### config.mk
export PLATFORM = sky130hd
export DESIGN_NAME = gpg_spi_seq
export DESIGN_NICKNAME = d
export VERILOG_FILES = /design/src/rtl/gpg_spi_pkg.sv /design/src/rtl/gpg_spi_clkdiv.sv /design/src/rtl/gpg_spi_seq.sv
export SDC_FILE = /design/constraint.sdc
export NUM_CORES = 1
export LEC_CHECK = 0
export BUFFER_PORTS_ARGS = -buffer_cell sky130_fd_sc_hd__buf_2
export CORE_ASPECT_RATIO = 1.4
export CORE_MARGIN = 4
export CORE_UTILIZATION = 30
export DETAILED_ROUTE_END_ITERATION = 8
export GPL_ROUTABILITY_DRIVEN = 1
export SLEW_MARGIN = 20
export SYNTH_ARGS = -nofsm -noshare
export SYNTH_HDL_FRONTEND = slang
export SYNTH_SLANG_ARGS = --single-unit
### constraint.sdc
create_clock -name clk -period 12.1 [get_ports clk]
set_input_delay 1.21 -clock clk [delete_from_list [all_inputs] [get_ports clk]]
set_output_delay 1.21 -clock clk [all_outputs]
set_load 0.02 [all_outputs]
### src/rtl/gpg_spi_pkg.sv
// Shared types and GoPiGo3 constants for the SPI command sequencer.
// The sequencer states are listed in order; leds shows them one-hot in this order.
package gpg_spi_pkg;

    typedef enum logic [2:0] {
        ST_STARTUP = 3'd0,
        ST_IDLE    = 3'd1,
        ST_SETUP   = 3'd2,
        ST_SEND    = 3'd3,
        ST_ACK     = 3'd4,
        ST_XFER    = 3'd5,
        ST_HOLD    = 3'd6
    } seq_state_e;

    localparam logic [7:0] GPG_ADDR     = 8'h08;
    localparam logic [7:0] MSG_SET_LED  = 8'h06;
    localparam logic [7:0] LED_EYE_BOTH = 8'h03;

    function automatic logic [7:0] state_onehot(input seq_state_e s);
        logic [7:0] r;
        r    = 8'h00;
        r[s] = 1'b1;
        return r;
    endfunction

endpackage

### src/rtl/gpg_spi_clkdiv.sv
// Bit-rate enable generator for the byte-level SPI master plus the busy filter
// that lets a falling busy_spi count only on an enable cycle.
module gpg_spi_clkdiv #(
    parameter int CLK_DIV = 12
) (
    input  logic clk,
    input  logic rst,
    input  logic start,
    input  logic busy_spi,
    output logic ena_2clk,
    output logic busy_filt
);

    localparam int CW = $clog2(CLK_DIV);
    localparam logic [CW-1:0] CNT_LAST = CW'(CLK_DIV - 1);

    logic [CW-1:0] cnt_q, cnt_d;
    logic          ena_q, ena_d;
    logic          busy_q, busy_d;

    always_comb begin
        ena_d  = (cnt_q == CNT_LAST);
        cnt_d  = (start || ena_d) ? '0 : cnt_q + CW'(1);
        busy_d = busy_q;
        // Rising busy is taken at once; the master only drops busy in step with the enable.
        if (busy_spi) begin
            busy_d = 1'b1;
        end else if (ena_q) begin
            busy_d = 1'b0;
        end
    end

    always_ff @(posedge clk or posedge rst) begin
        if (rst) begin
            cnt_q  <= '0;
            ena_q  <= 1'b0;
            busy_q <= 1'b1;
        end else begin
            cnt_q  <= cnt_d;
            ena_q  <= ena_d;
            busy_q <= busy_d;
        end
    end

    assign ena_2clk  = ena_q;
    assign busy_filt = busy_q;

endmodule

### src/rtl/gpg_spi_seq.sv
// SPI command sequencer: takes an N-byte message, frames it with SSBar setup/hold
// and feeds it byte by byte to the SPI master. MISO capture is built only with GPG_SPI_SEQ_RX_EN.
module gpg_spi_seq
    import gpg_spi_pkg::*;
#(
    parameter int CLK_DIV      = 12,
    parameter int MAX_BYTES    = 8,
    parameter int LEN_W        = 4,
    parameter int STARTUP_CYC  = 500,
    parameter int SS_SETUP_CYC = 64,
    parameter int SS_HOLD_CYC  = 16,
    parameter int TIMEOUT_CYC  = 4096
) (
    input  logic                   clk,
    input  logic                   rst,
    input  logic                   cmd_valid,
    output logic                   cmd_ready,
    input  logic [LEN_W-1:0]       cmd_len,
    input  logic [8*MAX_BYTES-1:0] cmd_data,
    input  logic                   busy_spi,
    input  logic [7:0]             spi_rx_data,
    output logic                   ena_2clk,
    output logic                   start,
    output logic [7:0]             data_spi,
    output logic                   SSBar,
    output logic                   done,
    output logic                   err,
    output logic [8*MAX_BYTES-1:0] rx_data,
    output logic [7:0]             leds
);

    localparam int IDX_W = (MAX_BYTES > 1) ? $clog2(MAX_BYTES) : 1;
    localparam logic [31:0]      STARTUP_LAST = 32'(STARTUP_CYC - 1);
    localparam logic [31:0]      SETUP_LAST   = 32'(SS_SETUP_CYC - 1);
    localparam logic [31:0]      HOLD_LAST    = 32'(SS_HOLD_CYC - 1);
    localparam logic [31:0]      TIMEOUT_LAST = 32'(TIMEOUT_CYC - 1);
    localparam logic [LEN_W-1:0] LEN_MAX      = LEN_W'(MAX_BYTES);

    // Handshake: a command is taken on a clock edge where cmd_valid and cmd_ready are both high;
    // cmd_ready is high only in IDLE and never in the cycle done is high.

    seq_state_e             state_q, state_d;
    logic [31:0]            cyc_q, cyc_d;
    logic [IDX_W-1:0]       idx_q, idx_d;
    logic [LEN_W-1:0]       len_q, len_d;
    logic [8*MAX_BYTES-1:0] data_q, data_d;
    logic                   tmo_q, tmo_d;
    logic                   err_q, err_d;
    logic                   start_q, start_d;
    logic                   done_q, done_d;
    logic                   ssbar_q, ssbar_d;
    logic                   cmd_ready_q, cmd_ready_d;
    logic [7:0]             data_spi_q, data_spi_d;
    logic [7:0]             leds_q, leds_d;

    logic busy_filt;
    logic start_now;
    logic done_now;
    logic capture;
    logic last_byte;

    gpg_spi_clkdiv #(
        .CLK_DIV (CLK_DIV)
    ) u_clkdiv (
        .clk       (clk),
        .rst       (rst),
        .start     (start_q),
        .busy_spi  (busy_spi),
        .ena_2clk  (ena_2clk),
        .busy_filt (busy_filt)
    );

    assign last_byte = (LEN_W'(idx_q) == len_q - LEN_W'(1));

    always_ff @(posedge clk or posedge rst) begin
        if (rst) begin
            state_q     <= ST_STARTUP;
            cyc_q       <= '0;
            idx_q       <= '0;
            len_q       <= '0;
            data_q      <= '0;
            tmo_q       <= 1'b0;
            err_q       <= 1'b0;
            start_q     <= 1'b0;
            done_q      <= 1'b0;
            ssbar_q     <= 1'b1;
            cmd_ready_q <= 1'b0;
            data_spi_q  <= '0;
            leds_q      <= 8'h01;
        end else begin
            state_q     <= state_d;
            cyc_q       <= cyc_d;
            idx_q       <= idx_d;
            len_q       <= len_d;
            data_q      <= data_d;
            tmo_q       <= tmo_d;
            err_q       <= err_d;
            start_q     <= start_d;
            done_q      <= done_d;
            ssbar_q     <= ssbar_d;
            cmd_ready_q <= cmd_ready_d;
            data_spi_q  <= data_spi_d;
            leds_q      <= leds_d;
        end
    end

    always_comb begin
        state_d   = state_q;
        cyc_d     = cyc_q + 32'd1;
        idx_d     = idx_q;
        len_d     = len_q;
        data_d    = data_q;
        tmo_d     = tmo_q;
        err_d     = err_q;
        start_now = 1'b0;
        done_now  = 1'b0;
        capture   = 1'b0;
        unique case (state_q)
            ST_STARTUP: begin
                if (cyc_q == STARTUP_LAST) begin
                    state_d = ST_IDLE;
                    cyc_d   = '0;
                end
            end
            ST_IDLE: begin
                cyc_d = '0;
                if (cmd_valid && cmd_ready_q) begin
                    len_d  = (cmd_len > LEN_MAX) ? LEN_MAX : cmd_len;
                    data_d = cmd_data;
                    idx_d  = '0;
                    tmo_d  = 1'b0;
                    err_d  = 1'b0;
                    if (cmd_len == '0) begin
                        done_now = 1'b0 | 1'b1;
                    end else begin
                        // The accept cycle counts as the first setup clock, so the first
                        // start lands exactly SS_SETUP_CYC clocks after SSBar falls.
                        state_d = ST_SETUP;
                        cyc_d   = 32'd1;
                    end
                end
            end
            ST_SETUP: begin
                if (cyc_q >= SETUP_LAST) begin
                    state_d = ST_SEND;
                    cyc_d   = '0;
                end
            end
            ST_SEND: begin
                cyc_d = '0;
                if (!busy_filt) begin
                    start_now = 1'b1;
                    state_d   = ST_ACK;
                end
            end
            ST_ACK: begin
                if (busy_filt) begin
                    state_d = ST_XFER;
                    cyc_d   = '0;
                end else if (cyc_q == TIMEOUT_LAST) begin
                    tmo_d   = 1'b1;
                    state_d = ST_HOLD;
                    cyc_d   = '0;
                end
            end
            ST_XFER: begin
                cyc_d = '0;
                if (!busy_filt) begin
                    capture = 1'b1;
                    if (last_byte) begin
                        // Two clocks already passed since busy_spi fell (filter + this decision).
                        state_d = ST_HOLD;
                        cyc_d   = 32'd2;
                    end else begin
                        idx_d   = idx_q + IDX_W'(1);
                        state_d = ST_SEND;
                    end
                end
            end
            ST_HOLD: begin
                if (cyc_q >= HOLD_LAST) begin
                    state_d  = ST_IDLE;
                    cyc_d    = '0;
                    done_now = 1'b1;
                    err_d    = tmo_q;
                end
            end
            default: begin
                state_d = ST_STARTUP;
                cyc_d   = '0;
            end
        endcase
    end

    // Outputs are decoded from the next state so the registered copies line up with state_q.
    always_comb begin
        start_d     = start_now;
        done_d      = done_now;
        cmd_ready_d = (state_d == ST_IDLE) && !done_now;
        ssbar_d     = (state_d == ST_IDLE) || (state_d == ST_STARTUP);
        data_spi_d  = data_spi_q;
        if (state_d == ST_SEND) begin
            data_spi_d = data_d[{idx_d, 3'b000} +: 8];
        end
        leds_d      = state_onehot(state_d);
    end

`ifdef GPG_SPI_SEQ_RX_EN
    logic [8*MAX_BYTES-1:0] rx_q, rx_d;

    always_comb begin
        rx_d = rx_q;
        if (capture) begin
            rx_d[{idx_q, 3'b000} +: 8] = spi_rx_data;
        end
    end

    always_ff @(posedge clk or posedge rst) begin
        if (rst) begin
            rx_q <= '0;
        end else begin
            rx_q <= rx_d;
        end
    end

    assign rx_data = rx_q;
`else
    logic rx_unused;
    assign rx_unused = ^{spi_rx_data, capture};
    assign rx_data   = '0;
`endif

    assign cmd_ready = cmd_ready_q;
    assign start     = start_q;
    assign data_spi  = data_spi_q;
    assign SSBar     = ssbar_q;
    assign done      = done_q;
    assign err       = err_q;
    assign leds      = leds_q;

endmodule
==> summary.txt, run 1 <==
Status - complete, no violations
Num CTS Buffers - 17
Setup TNS - 0 ps
First DRT Iteration DRCs - 223
Crit path kind - input port to register
Drt wl/cell - 13.2 um
Peak VDD IR - 0.0742 mV
Pwr/cell area - 190 nW/um^2
R2R depth - 8
Worst setup endpoint - data_spi[7]
Yosys top cell by area - dfrtp_1
Top cell type's share of synthesized area - 0.479
Yosys Warn Count - 0
Max_cap viols - 0
CP Max Fanout - 67
Gpl congestion - 0.746
CTS H-Tree Depth - 4
Detail Route Antenna Nets - 0
Commonest cells in the synthesized netlist - nand2_1, dfrtp_1, buf_4, nor2_1, mux2i_1
R2R Setup Slk - 8540 ps
Setup Fix Bufs, Post-CTS - 0
Synth Register Bits - 134
Resized Gates After CTS - 0
Vias - 4970
Routed wire length - 14.9 mm
RSZ-0062 raised after global routing - false
Layout cells sized above 1 - 0.190
First-pass DRT Iterations - 4
R2r endpoint - data_spi[7]
Via-to-Cell Ratio - 4.39
Post-synth cell types - 61
Synth area leaders - dfrtp_1, nand2_1, buf_4, mux2i_1, nor2_1
Seq/Total Area, Yosys - 0.491
GRT Total Usage - 0.119
Main synth FF type - dfrtp_1
Fin Hold WS - 467 ps
Die H - 187 um
Clk sinks - 134
Final setup vio count - 0
Slew Viols, Final - 0
Average cell area after synthesis - 9.34 sq um
Area grow syn2layout - 16.2%
EDFF count, synth - 0
DP Wirelength - 10.7 mm
Fin Clk Skew - 8.75 ps
Slew of the pin with the lowest slew margin - 1050 ps
Largest net degree at the start of global routing - 80
Kind of end point of the critical path - register
Antenna violations before repair - 0
GR Overflow Total - 0
Clock transition at path regs - 60 ps
TritonCTS clock tree - done
Initial core utilization - 0.304
Number of fillers in the final layout - 2289
Synth async-reset ratio - 1.00
Period utilisation layout - 0.316
Post-layout min period - 3830 ps
Worst EP required - 12380 ps
Crit path launch type - input port
Core area - 22500 sq um
Die X - 136 um
Cell Rows - 65
Final worst setup slack - 8270 ps
# diodes - 0
R2R Path Start - state_q[1]
Leak - 3.86 nW
Clock root buffer - clkbuf_16
Most common cell in the netlist - nand2_1
Clock latency on the worst-skew pair - 420 ps
Vias in the first global route - 4786
Max Root-Sink Buffers - 2
Min-Delay Path Class - register to register
Die area - 25300 sq um
DRC errors left - 0
Worst EP arrival - 4110 ps
F_max - 261 MHz
Pre-CTS WS - 7800 ps
Hold Violations, Final - 0
Rel. slew slack - 0.300
Buffers on Ports - 93
IO Pins - 166
Synth Instances - 732
Nets - 902
Hold-fix buffers at CTS - 0
Util after Layout - 0.353
First-pass GRT wire length - 24.0 mm
Worst Setup SP - cmd_valid
Netlist Area Pre-Place - 6840 sq um
[registers in the layout (all words and copies together) (netlist names), 3 cells and up]
name	flops
len_q	4
state_q	3
data_q	64
leds	8
data_spi	8
idx_q	3
cyc_q	32
u_clkdiv.cnt_q	4
[through the flow]
| step | std cells | area (sq um) | total power, mW |
|---|---|---|---|
| floorplan | 796 | 7080 | 0.911 |
| global placement | 1100 | 7340 | 0.996 |
| detailed placement | 1100 | 7340 | 1.01 |
| CTS | 1132 | 7930 | 1.53 |
| global route | 1132 | 7950 | 1.60 |
| finish | 1132 | 7950 | 1.51 |
[layer usage]
metal / global-route usage / up-vias / wire length, um
li1: - / 2480 / -
met5: 0 / - / 0
met3: 0.0280 / 26 / 821
met4: 0.0508 / 0 / 455
met1: 0.139 / 2331 / 6240
met2: 0.206 / 133 / 7420
[worst max-delay path, cell delays in order]
cell and delay, ps:
buf_2 100, nand2_1 150, or3_2 150, buf_4 550, and2_1 240, a21o_2 830, mux2_4 360, a2111oi_2 400
a211oi_2 80
[kinds of logic after synthesis]
logic type | after synthesis | synth area share
XOR/XNOR | 34 | 0.0435
other | 1 | 0.000548
buffers and inverters | 108 | 0.0984
AND/OR/NAND/NOR | 364 | 0.238
AO/OA/AOI/OAI | 50 | 0.0664
flip-flops | 134 | 0.491
adder cells (fa/ha/maj) | 4 | 0.00732
multiplexers | 37 | 0.0553
[worst min-delay path by stage]
| stage | start | to | depth (start not counted) |
|---|---|---|---|
| global placement | data_q[20] | data_q[20] | 2 |
| floorplan | u_clkdiv.cnt_q[0] | u_clkdiv.cnt_q[0] | 1 |
| detailed placement | data_q[39] | data_q[39] | 2 |
| finish | u_clkdiv.cnt_q[0] | u_clkdiv.cnt_q[0] | 1 |
| global route | data_q[39] | data_q[39] | 2 |
| CTS | u_clkdiv.cnt_q[0] | u_clkdiv.cnt_q[0] | 1 |
[report_power, final]
| part | leakage, nW | switching [mW] | total [mW] | internal (mW) |
|---|---|---|---|---|
| logic | 1.81 | 0.260 | 0.404 | 0.143 |
| clock network | 0.280 | 0.205 | 0.515 | 0.310 |
| registers | 1.77 | 0.0542 | 0.593 | 0.538 |
| total | 3.86 | 0.519 | 1.51 | 0.992 |
[cells in the final DEF (no fill, tap or decap), types with 5 or more instances in the layout]
cell type  count
mux2i_1       34
o21ai_0        6
nor4_1         9
dfrtp_1      131
inv_1         12
nand3b_1       5
nor2_1        59
clkbuf_16     17
nand3_1       15
buf_2         93
a21oi_1        6
xor2_1        18
xnor2_1       16
nand4_1       10
or3_1         16
o22a_1         7
nor3b_1        5
conb_1        65
nand2_1      212
a41oi_2        7
[area by class of cell]
| cell class | count | area, sq um | area share |
|---|---|---|---|
| flip-flops and latches | 134 | 3360 | 0.423 |
| inverters | 14 | 55.1 | 0.00693 |
| repair buffers | 97 | 499 | 0.0628 |
| clock buffers | 18 | 439 | 0.0553 |
| well taps | 301 | 377 | 0.0474 |
| clock inverters | 14 | 149 | 0.0187 |
| multi-input cells | 554 | 3070 | 0.386 |
(Power assumes the default switching activity.)
==> run 2, diff against run 1 <==
==> constraint.sdc (replaced) <==
create_clock -name clk -period 3.9 [get_ports clk]
set_input_delay 0.39 -clock clk [delete_from_list [all_inputs] [get_ports clk]]
set_output_delay 0.39 -clock clk [all_outputs]
set_load 0.02 [all_outputs]
==> run 2 against run 1 <==
Final cell count grew 0.71%. Combinational power grew to 3.2 times the previous value. Total power grew to 3.1 times the previous value. Critical path depth shrank 1. Critical endpoint unchanged. Highest routed layer is now met5.
==> summary.txt, run 2 (synthesis results as in run 1) <==
Slew of the pin with the lowest slew margin - 808 ps
Die H - 187 um
Period utilisation layout - 0.777
First-pass GRT wire length - 24.5 mm
Clk network pwr share - 0.335
CP Max Fanout - 33
CTS H-Tree Depth - 4
First DRT Iteration DRCs - 255
Vias in the first global route - 4876
Slew Viols, Final - 0
Via-to-Cell Ratio - 4.38
DRC errors left - 0
Drt wl/cell - 13.3 um
Combinational share of power - 0.276
WHS Path Cells - 2
Routed wire length - 15.1 mm
Max Root-Sink Buffers - 2
Status - complete, no violations
Max_cap viols - 0
Hold Violations, Final - 0
First-pass DRT Iterations - 4
Buffers on Ports - 93
Worst hold start - busy_spi
Die area - 25300 sq um
Largest net degree at the start of global routing - 73
Switch share - 0.341
DP Wirelength - 10.9 mm
Largest regs - data_q x64, cyc_q x32
Setup TNS - 0 ps
Internal - 3.09 mW
Vias - 4988
Gpl congestion - 0.771
Layout cells sized above 1 - 0.193
Crit path kind - register to register
Final worst setup slack - 869 ps
Max reg flops - 64
Area grow syn2layout - 17.1%
Peak VDD IR - 0.227 mV
Clock transition at path regs - 60 ps
Most common cell after layout, fill and taps aside - nand2_1
R2R Path Start - state_q[1]
Commonest non-fill, non-tap cells in the layout - nand2_1, dfrtp_1, buf_2, conb_1, nor2_1
Die X - 136 um
CP cell instances - nand2b_1, or3_2, and2_1, a21o_2, buf_12, mux2_4, a2111oi_2, a211oi_2
F_max - 330 MHz
GR Overflow Total - 0
Core area - 22500 sq um
Crit path launch type - register
Hold-fix buffers at CTS - 1
Clk sinks - 134
# diodes - 0
RSZ-0062 raised after global routing - false
Resized Gates After CTS - 0
Setup Fix Bufs, Post-CTS - 0
Part of the power in registers - 0.389
Design area - 8010 sq um
Min-Delay Path Class - input port to register
Num CTS Buffers - 17
Leak - 3.89 nW
Worst Setup SP - state_q[1]
Clock latency on the worst-skew pair - 420 ps
Nets - 910
R2R depth - 8
TritonCTS clock tree - done
P_sw - 1.60 mW
Pre-CTS WS - 869 ps
Kind of end point of the critical path - register
Total Power - 4.69 mW
Final setup vio count - 0
Antenna violations before repair - 1
Post-layout min period - 3030 ps
DP Area - 7420 sq um
Slowest stage cell, crit path - or3_2
Cell Rows - 65
CP peak stage delay - 660 ps
Clock root buffer - clkbuf_16
Detail Route Antenna Nets - 0
Worst EP arrival - 3310 ps
Fin Clk Skew - 9.95 ps
Initial core utilization - 0.304
Pwr/cell area - 585 nW/um^2
IO Pins - 166
Worst EP required - 4180 ps
Rel. slew slack - 0.456
Top reg by flops - data_q
GRT Total Usage - 0.120
[run 2: metrics by stage]
stage / instances / hold slack (ps) / util
floorplan: 796 / 437 / -
global placement: 1107 / 364 / 0.329
detailed placement: 1107 / 370 / 0.329
CTS: 1140 / 137 / 0.356
global route: 1140 / 159 / 0.356
finish: 1140 / 154 / 0.356
[run 2: worst max-delay path, delay by kind of cell (launching register included)]
family | cells | cell delay, ps
AOI/OAI and AO/OA | 3 | 710
DFF | 1 | 480
muxes | 1 | 320
and+or+nand+nor | 3 | 1190
buffers and inverters | 1 | 190
[run 2: power by group through the flow]
stage | Sequential (mW) | Combinational [mW] | Clock [mW]
2_1_floorplan | 1.91 | 0.916 | 0
3_3_place_gp | 1.84 | 1.28 | 0
3_5_place_dp | 1.85 | 1.31 | 0
4_1_cts | 1.82 | 1.31 | 1.62
5_1_grt | 1.86 | 1.44 | 1.68
6_report | 1.82 | 1.29 | 1.57
[run 2: path summary, 6_finish.rpt]
kind / slack, ps / to
setup / recovery: 870 / data_spi[7]
hold / removal: 150 / u_clkdiv.busy_filt
setup reg to reg: 870 / data_spi[7]
hold reg to reg: 470 / data_q[18]
max in group asynchronous: 2460 / cmd_ready
min in group asynchronous: 480 / leds[6]
[run 2: layout make-up]
cell class / instances / area, sq um
Timing Repair Buffer: 105 / 583
Inverter: 14 / 56.3
Fill cell: 2291 / 14500
Multi-Input combinational cell: 554 / 3060
Clock inverter: 13 / 145
Sequential cell: 134 / 3360
Clock buffer: 19 / 433
Tap cell: 301 / 377
[run 2: routing by layer]
metal | vias up | track usage | share of wire
met2 | 137 | 0.216 | 0.52
met4 | 2 | 0.0431 | 0.018
li1 | 2489 | - | -
met5 | - | 0 | 0.00073
met3 | 20 | 0.0248 | 0.057
met1 | 2340 | 0.140 | 0.41
